--- src/rtl/control_time_set_pkg.sv ---
// rtl/control_time_set_pkg.sv - field indices, FSM states, timing defaults and mask helpers
package control_time_set_pkg;

   localparam int F_S  = 0;
   localparam int F_MI = 1;
   localparam int F_H  = 2;
   localparam int F_D  = 3;
   localparam int F_MO = 4;
   localparam int F_Y  = 5;

   localparam logic [5:0] ALL_FIELDS = 6'h3F;

   localparam int DEF_DEBOUNCE_CYCLES   = 500000;
   localparam int DEF_BLINK_HALF_CYCLES = 25000000;
   localparam int DEF_REPEAT_DELAY      = 50000000;
   localparam int DEF_REPEAT_RATE       = 10000000;
   localparam int DEF_IDLE_TIMEOUT      = 500000000;

   typedef enum logic [2:0] {
      RUN    = 3'd0,
      SET_S  = 3'd1,
      SET_MI = 3'd2,
      SET_H  = 3'd3,
      SET_D  = 3'd4,
      SET_MO = 3'd5,
      SET_Y  = 3'd6
   } state_t;

   function automatic state_t advance(input state_t s);
      case (s)
         RUN:     return SET_S;
         SET_S:   return SET_MI;
         SET_MI:  return SET_H;
         SET_H:   return SET_D;
         SET_D:   return SET_MO;
         SET_MO:  return SET_Y;
         default: return RUN;
      endcase
   endfunction

   function automatic logic [5:0] field_onehot(input state_t s);
      case (s)
         SET_S:   return 6'b1 << F_S;
         SET_MI:  return 6'b1 << F_MI;
         SET_H:   return 6'b1 << F_H;
         SET_D:   return 6'b1 << F_D;
         SET_MO:  return 6'b1 << F_MO;
         SET_Y:   return 6'b1 << F_Y;
         default: return 6'h00;
      endcase
   endfunction

   function automatic logic [5:0] cnt_mask(input state_t s);
      return (s == RUN) ? ALL_FIELDS : field_onehot(s);
   endfunction

   // Only the field being edited blinks; RUN has no selected field so it stays fully lit.
   function automatic logic [5:0] display_mask(input state_t s, input logic visible);
      return visible ? ALL_FIELDS : (ALL_FIELDS & ~field_onehot(s));
   endfunction

endpackage

--- src/rtl/control_time_set_debounce.sv ---
// rtl/control_time_set_debounce.sv - button synchroniser, debouncer and press strobe
module control_time_set_debounce #(
   parameter int CYCLES = 500000
) (
   input  logic clk,
   input  logic rst,
   input  logic btn,
   output logic level,
   output logic rise
);

   localparam int W = $clog2(CYCLES + 1);
   localparam logic [W-1:0] LAST = W'(CYCLES - 1);

   logic          sync_a;
   logic          sync_b;
   logic [W-1:0]  cnt;

   // Level only follows the synced input after CYCLES consecutive differing samples.
   always_ff @(posedge clk or posedge rst) begin
      if (rst) begin
         sync_a <= 1'b0;
         sync_b <= 1'b0;
         cnt    <= '0;
         level  <= 1'b0;
         rise   <= 1'b0;
      end else begin
         sync_a <= btn;
         sync_b <= sync_a;
         rise   <= 1'b0;
         if (sync_b == level) begin
            cnt <= '0;
         end else if (cnt == LAST) begin
            cnt   <= '0;
            level <= sync_b;
            rise  <= sync_b;
         end else begin
            cnt <= cnt + 1'b1;
         end
      end
   end

endmodule

--- src/rtl/control_time_set.sv ---
// rtl/control_time_set.sv - front-panel MODE/UP/DOWN handling for the clock/calendar
module control_time_set
   import control_time_set_pkg::*;
#(
   parameter int DEBOUNCE_CYCLES   = DEF_DEBOUNCE_CYCLES,
   parameter int BLINK_HALF_CYCLES = DEF_BLINK_HALF_CYCLES,
   parameter int REPEAT_DELAY      = DEF_REPEAT_DELAY,
   parameter int REPEAT_RATE       = DEF_REPEAT_RATE,
   parameter int IDLE_TIMEOUT      = DEF_IDLE_TIMEOUT
) (
   input  logic       clk,
   input  logic       rst,
   input  logic       btn_mode,
   input  logic       btn_up,
   input  logic       btn_down,
   output logic [5:0] increase_signal,
   output logic [5:0] decrease_signal,
   output logic [5:0] enable_cnt,
   output logic [5:0] enable_display,
   output logic       enable_pulse_1s
);

   localparam int BW   = $clog2(BLINK_HALF_CYCLES + 1);
   localparam int RMAX = (REPEAT_DELAY > REPEAT_RATE) ? REPEAT_DELAY : REPEAT_RATE;
   localparam int RW   = $clog2(RMAX + 1);
   localparam int IW   = $clog2(IDLE_TIMEOUT + 1);

   localparam logic [BW-1:0] BLINK_LAST = BW'(BLINK_HALF_CYCLES - 1);
   localparam logic [RW-1:0] DELAY_LAST = RW'(REPEAT_DELAY - 1);
   localparam logic [RW-1:0] RATE_LAST  = RW'(REPEAT_RATE - 1);
   localparam logic [IW-1:0] IDLE_LAST  = IW'(IDLE_TIMEOUT - 1);

   logic mode_level_unused;
   logic mode_rise;
   logic up_level;
   logic up_rise;
   logic down_level;
   logic down_rise;

   control_time_set_debounce #(.CYCLES(DEBOUNCE_CYCLES)) u_db_mode (
      .clk   (clk),
      .rst   (rst),
      .btn   (btn_mode),
      .level (mode_level_unused),
      .rise  (mode_rise)
   );

   control_time_set_debounce #(.CYCLES(DEBOUNCE_CYCLES)) u_db_up (
      .clk   (clk),
      .rst   (rst),
      .btn   (btn_up),
      .level (up_level),
      .rise  (up_rise)
   );

   control_time_set_debounce #(.CYCLES(DEBOUNCE_CYCLES)) u_db_down (
      .clk   (clk),
      .rst   (rst),
      .btn   (btn_down),
      .level (down_level),
      .rise  (down_rise)
   );

   state_t        state;
   logic [BW-1:0] blink_cnt;
   logic          phase;
   logic [RW-1:0] rep_cnt;
   logic          rep_armed;
   logic          rep_fast;
   logic [IW-1:0] idle_cnt;

   always_ff @(posedge clk or posedge rst) begin
      if (rst) begin
         state           <= RUN;
         increase_signal <= 6'h00;
         decrease_signal <= 6'h00;
         enable_cnt      <= ALL_FIELDS;
         enable_display  <= ALL_FIELDS;
         enable_pulse_1s <= 1'b1;
         blink_cnt       <= '0;
         phase           <= 1'b1;
         rep_cnt         <= '0;
         rep_armed       <= 1'b0;
         rep_fast        <= 1'b0;
         idle_cnt        <= '0;
      end else begin
         increase_signal <= 6'h00;
         decrease_signal <= 6'h00;
         if (mode_rise) begin
            // MODE wins over a coincident UP/DOWN edge and drops any pending repeat.
            state           <= advance(state);
            enable_cnt      <= cnt_mask(advance(state));
            enable_display  <= ALL_FIELDS;
            enable_pulse_1s <= (advance(state) == RUN);
            blink_cnt       <= '0;
            phase           <= 1'b1;
            rep_cnt         <= '0;
            rep_armed       <= 1'b0;
            rep_fast        <= 1'b0;
            idle_cnt        <= '0;
         end else if (state == RUN || idle_cnt == IDLE_LAST) begin
            state           <= RUN;
            enable_cnt      <= ALL_FIELDS;
            enable_display  <= ALL_FIELDS;
            enable_pulse_1s <= 1'b1;
            blink_cnt       <= '0;
            phase           <= 1'b1;
            rep_cnt         <= '0;
            rep_armed       <= 1'b0;
            rep_fast        <= 1'b0;
            idle_cnt        <= '0;
         end else begin
            idle_cnt <= idle_cnt + 1'b1;
            if (blink_cnt == BLINK_LAST) begin
               blink_cnt      <= '0;
               phase          <= ~phase;
               enable_display <= display_mask(state, ~phase);
            end else begin
               blink_cnt      <= blink_cnt + 1'b1;
               enable_display <= display_mask(state, phase);
            end

            if (up_level && down_level) begin
               rep_cnt   <= '0;
               rep_armed <= 1'b0;
               rep_fast  <= 1'b0;
            end else if (up_rise || down_rise) begin
               if (up_rise) increase_signal <= field_onehot(state);
               else         decrease_signal <= field_onehot(state);
               rep_cnt   <= '0;
               rep_armed <= 1'b1;
               rep_fast  <= 1'b0;
               idle_cnt  <= '0;
            end else if (rep_armed && (up_level || down_level)) begin
               // Long first gap (REPEAT_DELAY) then the shorter REPEAT_RATE cadence.
               if (rep_cnt == (rep_fast ? RATE_LAST : DELAY_LAST)) begin
                  if (up_level) increase_signal <= field_onehot(state);
                  else          decrease_signal <= field_onehot(state);
                  rep_cnt  <= '0;
                  rep_fast <= 1'b1;
                  idle_cnt <= '0;
               end else begin
                  rep_cnt <= rep_cnt + 1'b1;
               end
            end else begin
               rep_cnt   <= '0;
               rep_armed <= 1'b0;
               rep_fast  <= 1'b0;
            end
         end
      end
   end

endmodule

--- config.mk ---
export PLATFORM = sky130hd
export DESIGN_NAME = control_time_set
export DESIGN_NICKNAME = d
export VERILOG_FILES = /design/src/rtl/control_time_set_pkg.sv /design/src/rtl/control_time_set_debounce.sv /design/src/rtl/control_time_set.sv
export SDC_FILE = /design/constraint.sdc
export NUM_CORES = 1
export LEC_CHECK = 0
export CORE_MARGIN = 2
export CORE_UTILIZATION = 29
export CTS_CLUSTER_SIZE = 8
export DETAILED_ROUTE_END_ITERATION = 8
export GPL_TIMING_DRIVEN = 0
export HOLD_SLACK_MARGIN = 0.1
export PLACE_DENSITY = 0.5
export SYNTH_ARGS = -nofsm -noshare
export SYNTH_HDL_FRONTEND = slang
export SYNTH_SLANG_ARGS = --single-unit
--- constraint.sdc ---
create_clock -name clk -period 6.3 [get_ports clk]
set_input_delay 1.89 -clock clk [delete_from_list [all_inputs] [get_ports clk]]
set_output_delay 1.89 -clock clk [all_outputs]
set_load 0.05 [all_outputs]
Word level (Yosys, flattened, before mapping):

Index checks and enable logic that the tools add are counted.

* flip-flop bits (word level): 180

* muxes and demuxes: 80
* reduce and logical (&&, ||, !) cells: 12
* equal/unequal tests: 23
* add/sub/neg operators: 6
* bitwise operators: 6

Operators with widths (number)
* $mux W26: 7
* $mux W6: 30
* $mux W29: 6
* $mux W19: 6
* $mux W25: 3
* $pmux W6 S6: 2
* $add A19 B1 Y19 const B: 3
* $eq A19 B19 Y1 const B: 3
* $add A29 B1 Y29 const B: 1
* $eq A29 B29 Y1 const B: 1
* $add A26 B1 Y26 const B: 1
* $eq A26 B26 Y1: 1
* $add A25 B1 Y25 const B: 1
* $eq A25 B25 Y1 const B: 1
* $mux W1: 22
* $eq A3 B3 Y1 const B: 6
* $pmux W3 S6: 1
* $eq A3 B2 Y1 const B: 4
* $not A6 Y6: 2
* $mux W3: 3
* $eq A3 B1 Y1 const B: 2
* $logic_not A3 Y1: 2
* $ne A6 B4 Y1 const B: 1
* $reduce_and A2 Y1: 3
* 7 further kinds: 15

Logic depth before layout (Yosys ltp):

Gate-level depths: netlist of the first run.

* depth after elaboration: 10
* mapped depth: 9

Modules after synthesis:

From an unflattened synthesis of the first run, not the netlist that was laid out.

* cell total of the unflattened synthesis: 862
* area total of the unflattened synthesis: 8839.7 um2

By module, submodules not included
* control_time_set: cells an instance 537, area each 5408.9 um2, times used 1
* control_time_set_debounce at u_db_down ...: cells an instance 108, area each 1153.6 um2, times used 2
* control_time_set_debounce at u_db_up: cells an instance 109, area each 1123.6 um2, times used 1

Worst setup path after synthesis of the first run:

No wires, ideal clock.

* path type: register to output
* from: reg enable_cnt[2]
* to: out enable_cnt[2]
* stages on the path, launching flop included: 1
* data required time: 4410 ps
* arrival: 664 ps
* path slack: 3746 ps
* buffers on the path: 0
* cell sequence: dfstp_2

RTL lines
* from (decl): line control_time_set.sv:18 `output logic [5:0] enable_cnt,`
* from (signal assigned): line control_time_set.sv:92 `enable_cnt <= cnt_mask(advance(state));`

No word-level cell between the ends.

Final worst setup path of the first run:

* from: reg enable_cnt[2]
* to: out enable_cnt[2]

No word-level cell between the ends.

==> metrics.md, run 1 <==
| Metric | Value |
|---|---|
| Final period util | `59.7%` |
| Ports | `30` |
| Max clock buf depth | `2` |
| Placed Instances | `1257` |
| Final Setup Violations | `0` |
| Initial core utilization | `29.4%` |
| Worst EP arrival | `1.87 ns` |
| Layout cell share with drive strength beyond 1 | `9.27%` |
| Slowest stage cell on the critical path | `clkdlybuf4s50_1` |
| Top post-synthesis cells by area | `dfrtp_1 (49%), xor2_1 (9.1%), nor2_1 (7.7%)` |
| Main combinational cell family by area after synthesis | `simple AND/OR/NAND/NOR gates` |
| Seq/Total Area, Yosys | `53.7%` |
| CTS tree | `built` |
| Vias in the first global route | `5880` |
| Rel. slew slack | `29.0%` |
| Net load switching power | `0.565 mW` |
| Crit path time final | `3.76 ns` |
| Mux cell area share after synthesis | `0.401%` |
| VDD IR-drop max | `0.182 mV` |
| Largest net degree at the start of global routing | `41` |
| Hold buffers post-CTS | `0` |
| GP Congestion | `0.758` |
| Commonest cells after routing, fill and taps aside | `nor2_1 (172), dfrtp_1 (166), xor2_1 (88)` |
| Nets@finish | `904` |
| Die height | `174 um` |
| Total gr overflow | `0` |
| Dominant synthesized flop cell | `dfrtp_1` |
| Initial antenna violation count | `0` |
| # H-tree levels | `4` |
| WL final | `17400 um` |
| Number of buffers added on ports | `29` |
| Hold WC Path Type | `reg -> reg` |
| Outcome | `finished clean` |
| Final WS setup | `2.54 ns` |
| Initial DRC count | `328` |
| DR pass1 iterations | `6` |
| Total core area | `28600 um2` |
| Flop pwr share | `51.4%` |
| RSZ-0062 raised after global routing | `no` |
| Comb pwr share | `2.1%` |
| YS warnings | `0` |
| Drt drc | `0` |
| Worst-Skew Late Latency | `0.45 ns` |
| Synth Area in Adders | `0.891%` |
| Syn_area_per_cell | `10.0 um2` |
| WP buf/inv | `1` |
| Clock root buffer | `clkbuf_16` |
| Pre-CTS setup slack | `2.95 ns` |
| # diodes | `0` |
| CP Launch Type | `flip-flop` |
| Layout Cells excl Fill | `1290` |
| Post-synth EDFFs | `0` |
| # Max-Cap Violations | `0` |
| Die X | `174 um` |
| Syn nets | `850` |
| CTS buffer count | `17` |
| Sw frac | `24.9%` |
| Avg Vias per Cell | `4.63` |
| CP max stage delay | `0.89 ns` |
| Clock sinks | `180` |
| Internal | `1.71 mW` |
| Clock Power Share | `46.4%` |
| Post-Syn Instances | `839` |
| Synth area leader | `dfrtp_1` |
| CP Capture Type | `output pin` |
| Crit path cell chain | `clkdlybuf4s50_1` |
| Final clock skew | `0.0204 ns` |
| Die area | `30400 um2` |
| Clk slew on worst S/H paths | `0.08 ns` |
| First-pass GRT wire length | `29900 um` |
| CP top delay family | `buffers and inverters` |
| Data required time of the worst path | `4.41 ns` |
| Xor/xnor share of the synthesized area | `13.5%` |
| Commonest non-fill, non-tap cell in the layout | `nor2_1` |
| Final HPWL DP | `12100 um` |
| Fin Setup TNS | `0 ns` |
| Synth Register Bits | `180` |
| Post-synthesis cell type count | `49` |
| Mapped cell area | `8430 um2` |
| Compound-Gate Fraction of Synth Area | `1.96%` |
| CP max FO | `2` |
| Pwr dens | `230 nW/um2` |
| Worst Tran Pin Value | `1.06 ns` |
| Final Hold Vio Count | `0` |
| Fillcell total | `2868` |
| Static leakage | `3.90 nW` |
| Setup bufs post-CTS | `0` |
| Top-area cell type share of the netlist area | `49.3%` |
| Post-CTS sizing | `0` |
| Post-Synth Simple-Gate Area | `26.7%` |
| Fin. max-slew vios | `0` |
| Async SR Flop Fraction | `100%` |
| Crit path kind | `reg -> out` |
| Wire per inst | `13.5 um` |
| FMAX | `266 MHz` |
| GRT Util Overall | `12.1%` |
| Pwr Total | `2.27 mW` |
| Area Overhead vs Synth | `17.4%` |
| Std cell rows | `62` |
| Via count | `5975` |
| Final ANT Viol Nets | `0` |
==> power by group through the flow <==
stage	clock network, mW	logic, mW	registers, mW
final	1.06	0.0487	1.17
after global routing	1.14	0.0578	1.17
after CTS	1.09	0.0519	1.17
after detailed placement	0	0.0517	1.19
after global placement	0	0.0435	1.19
after floorplan	0	0.0298	1.19
==> worst register-to-register path, stage by stage, from the launching register on <==
cell and delay, ns:
dfrtp_1 0.46, nor4b_1 0.34, nand4_1 0.15, a211oi_2 0.44
a41oi_1 0.36, nor4_1 0.52
==> metrics by stage <==
step | cell area, um2 | util (%) | hold WS [ns]
global route | 9890 | 34.6 | 0.370
global placement | 9200 | 32.1 | 0.341
CTS | 9890 | 34.5 | 0.351
finish | 9890 | 34.6 | 0.350
floorplan | 8430 | - | 0.331
detailed placement | 9300 | 32.5 | 0.335
==> path summary, 6_finish.rpt <==
| path | from | endpoint | slack [ns] | cells after the start |
|---|---|---|---|---|
| setup reg to reg | rep_cnt[13]$_DFF_PP0_ | decrease_signal[1]$_DFF_PP0_ | 3.88 | 5 |
| min in group asynchronous | rst | u_db_up.cnt[15]$_DFF_PP0_ | 1.82 | 2 |
| hold reg to reg | u_db_mode.sync_a$_DFF_PP0_ | u_db_mode.sync_b$_DFF_PP0_ | 0.35 | 0 |
| setup / recovery | enable_cnt[2]$_DFFE_PP1P_ | enable_cnt[2] | 2.54 | 1 |
| max in group asynchronous | rst | u_db_down.cnt[16]$_DFF_PP0_ | 3.50 | 5 |
| hold / removal | u_db_mode.sync_a$_DFF_PP0_ | u_db_mode.sync_b$_DFF_PP0_ | 0.35 | 0 |
==> cells in the mapped netlist (3+ instances only) <==
master    count
or2_2         4
and4_1        6
nor4_1       25
or3_1         4
xnor2_1      42
o21ai_0       6
nor4b_1       8
nand3_1      60
nand2_1      56
dfstp_2      14
nand3b_1      3
and3_1       21
mux2_2        3
xor2_1       88
nor3b_1       4
buf_6         8
and2_1        5
ha_1          6
a21oi_1       4
clkbuf_1     12
dfrtp_1     166
buf_2         7
inv_1        16
nor3_1       18
nand4_1      51
nor2_1      172
==> layer usage <==
metal / track usage, % / share of wire (%)
met5: 0 / 0
met4: 4.17 / 1.3
met3: 2.76 / 3.1
met2: 18.7 / 46
met1: 16.6 / 50
==> registers in the layout, summed over array words and instances (netlist names), 3 cells and up <==
name,count
blink_cnt,25
decrease_signal,6
enable_cnt,6
enable_display,6
idle_cnt,29
increase_signal,6
rep_cnt,26
state,3
u_db_down.cnt,19
u_db_mode.cnt,19
u_db_up.cnt,19
==> cells by family (layout without fill, tap and decap cells) <==
| family | Yosys count | count (layout) |
|---|---|---|
| adder cells (fa/ha/maj) | 6 | 6 |
| AND/OR/NAND/NOR | 452 | 452 |
| buffers and inverters | 46 | 113 |
| flip-flops | 180 | 180 |
| XOR/XNOR | 130 | 130 |
| multiplexers | 3 | 3 |
| AO/OA/AOI/OAI | 22 | 22 |
==> cell type report <==
type | instances | area [um2] | share of cell area, %
clock inverters | 15 | 159 | 1.61
multi-input cells | 613 | 3660 | 37.0
well taps | 384 | 480 | 4.86
inverters | 16 | 63.8 | 0.645
flip-flops and latches | 180 | 4520 | 45.7
clock buffers | 17 | 425 | 4.30
plain buffers | 30 | 185 | 1.87
repair buffers | 35 | 395 | 4.00
Note: power is estimated with default switching activity, not from simulation.
==> inputs of run 2 (changes only) <==
clock period = 3.2 ns   (was 6.3 ns; I/O delays follow)
==> results of run 2 <==
The final DEF is identical to that of run 1. Status: finished clean.
Among the figures that moved: setup slack after placement 2.95 ns -> 0.724 ns; setup slack after layout 2.54 ns -> 0.368 ns; register-to-register setup slack 3.88 ns -> 0.78 ns; total power 2.27 mW -> 4.47 mW; worst IR drop on VDD 0.182 mV -> 0.358 mV
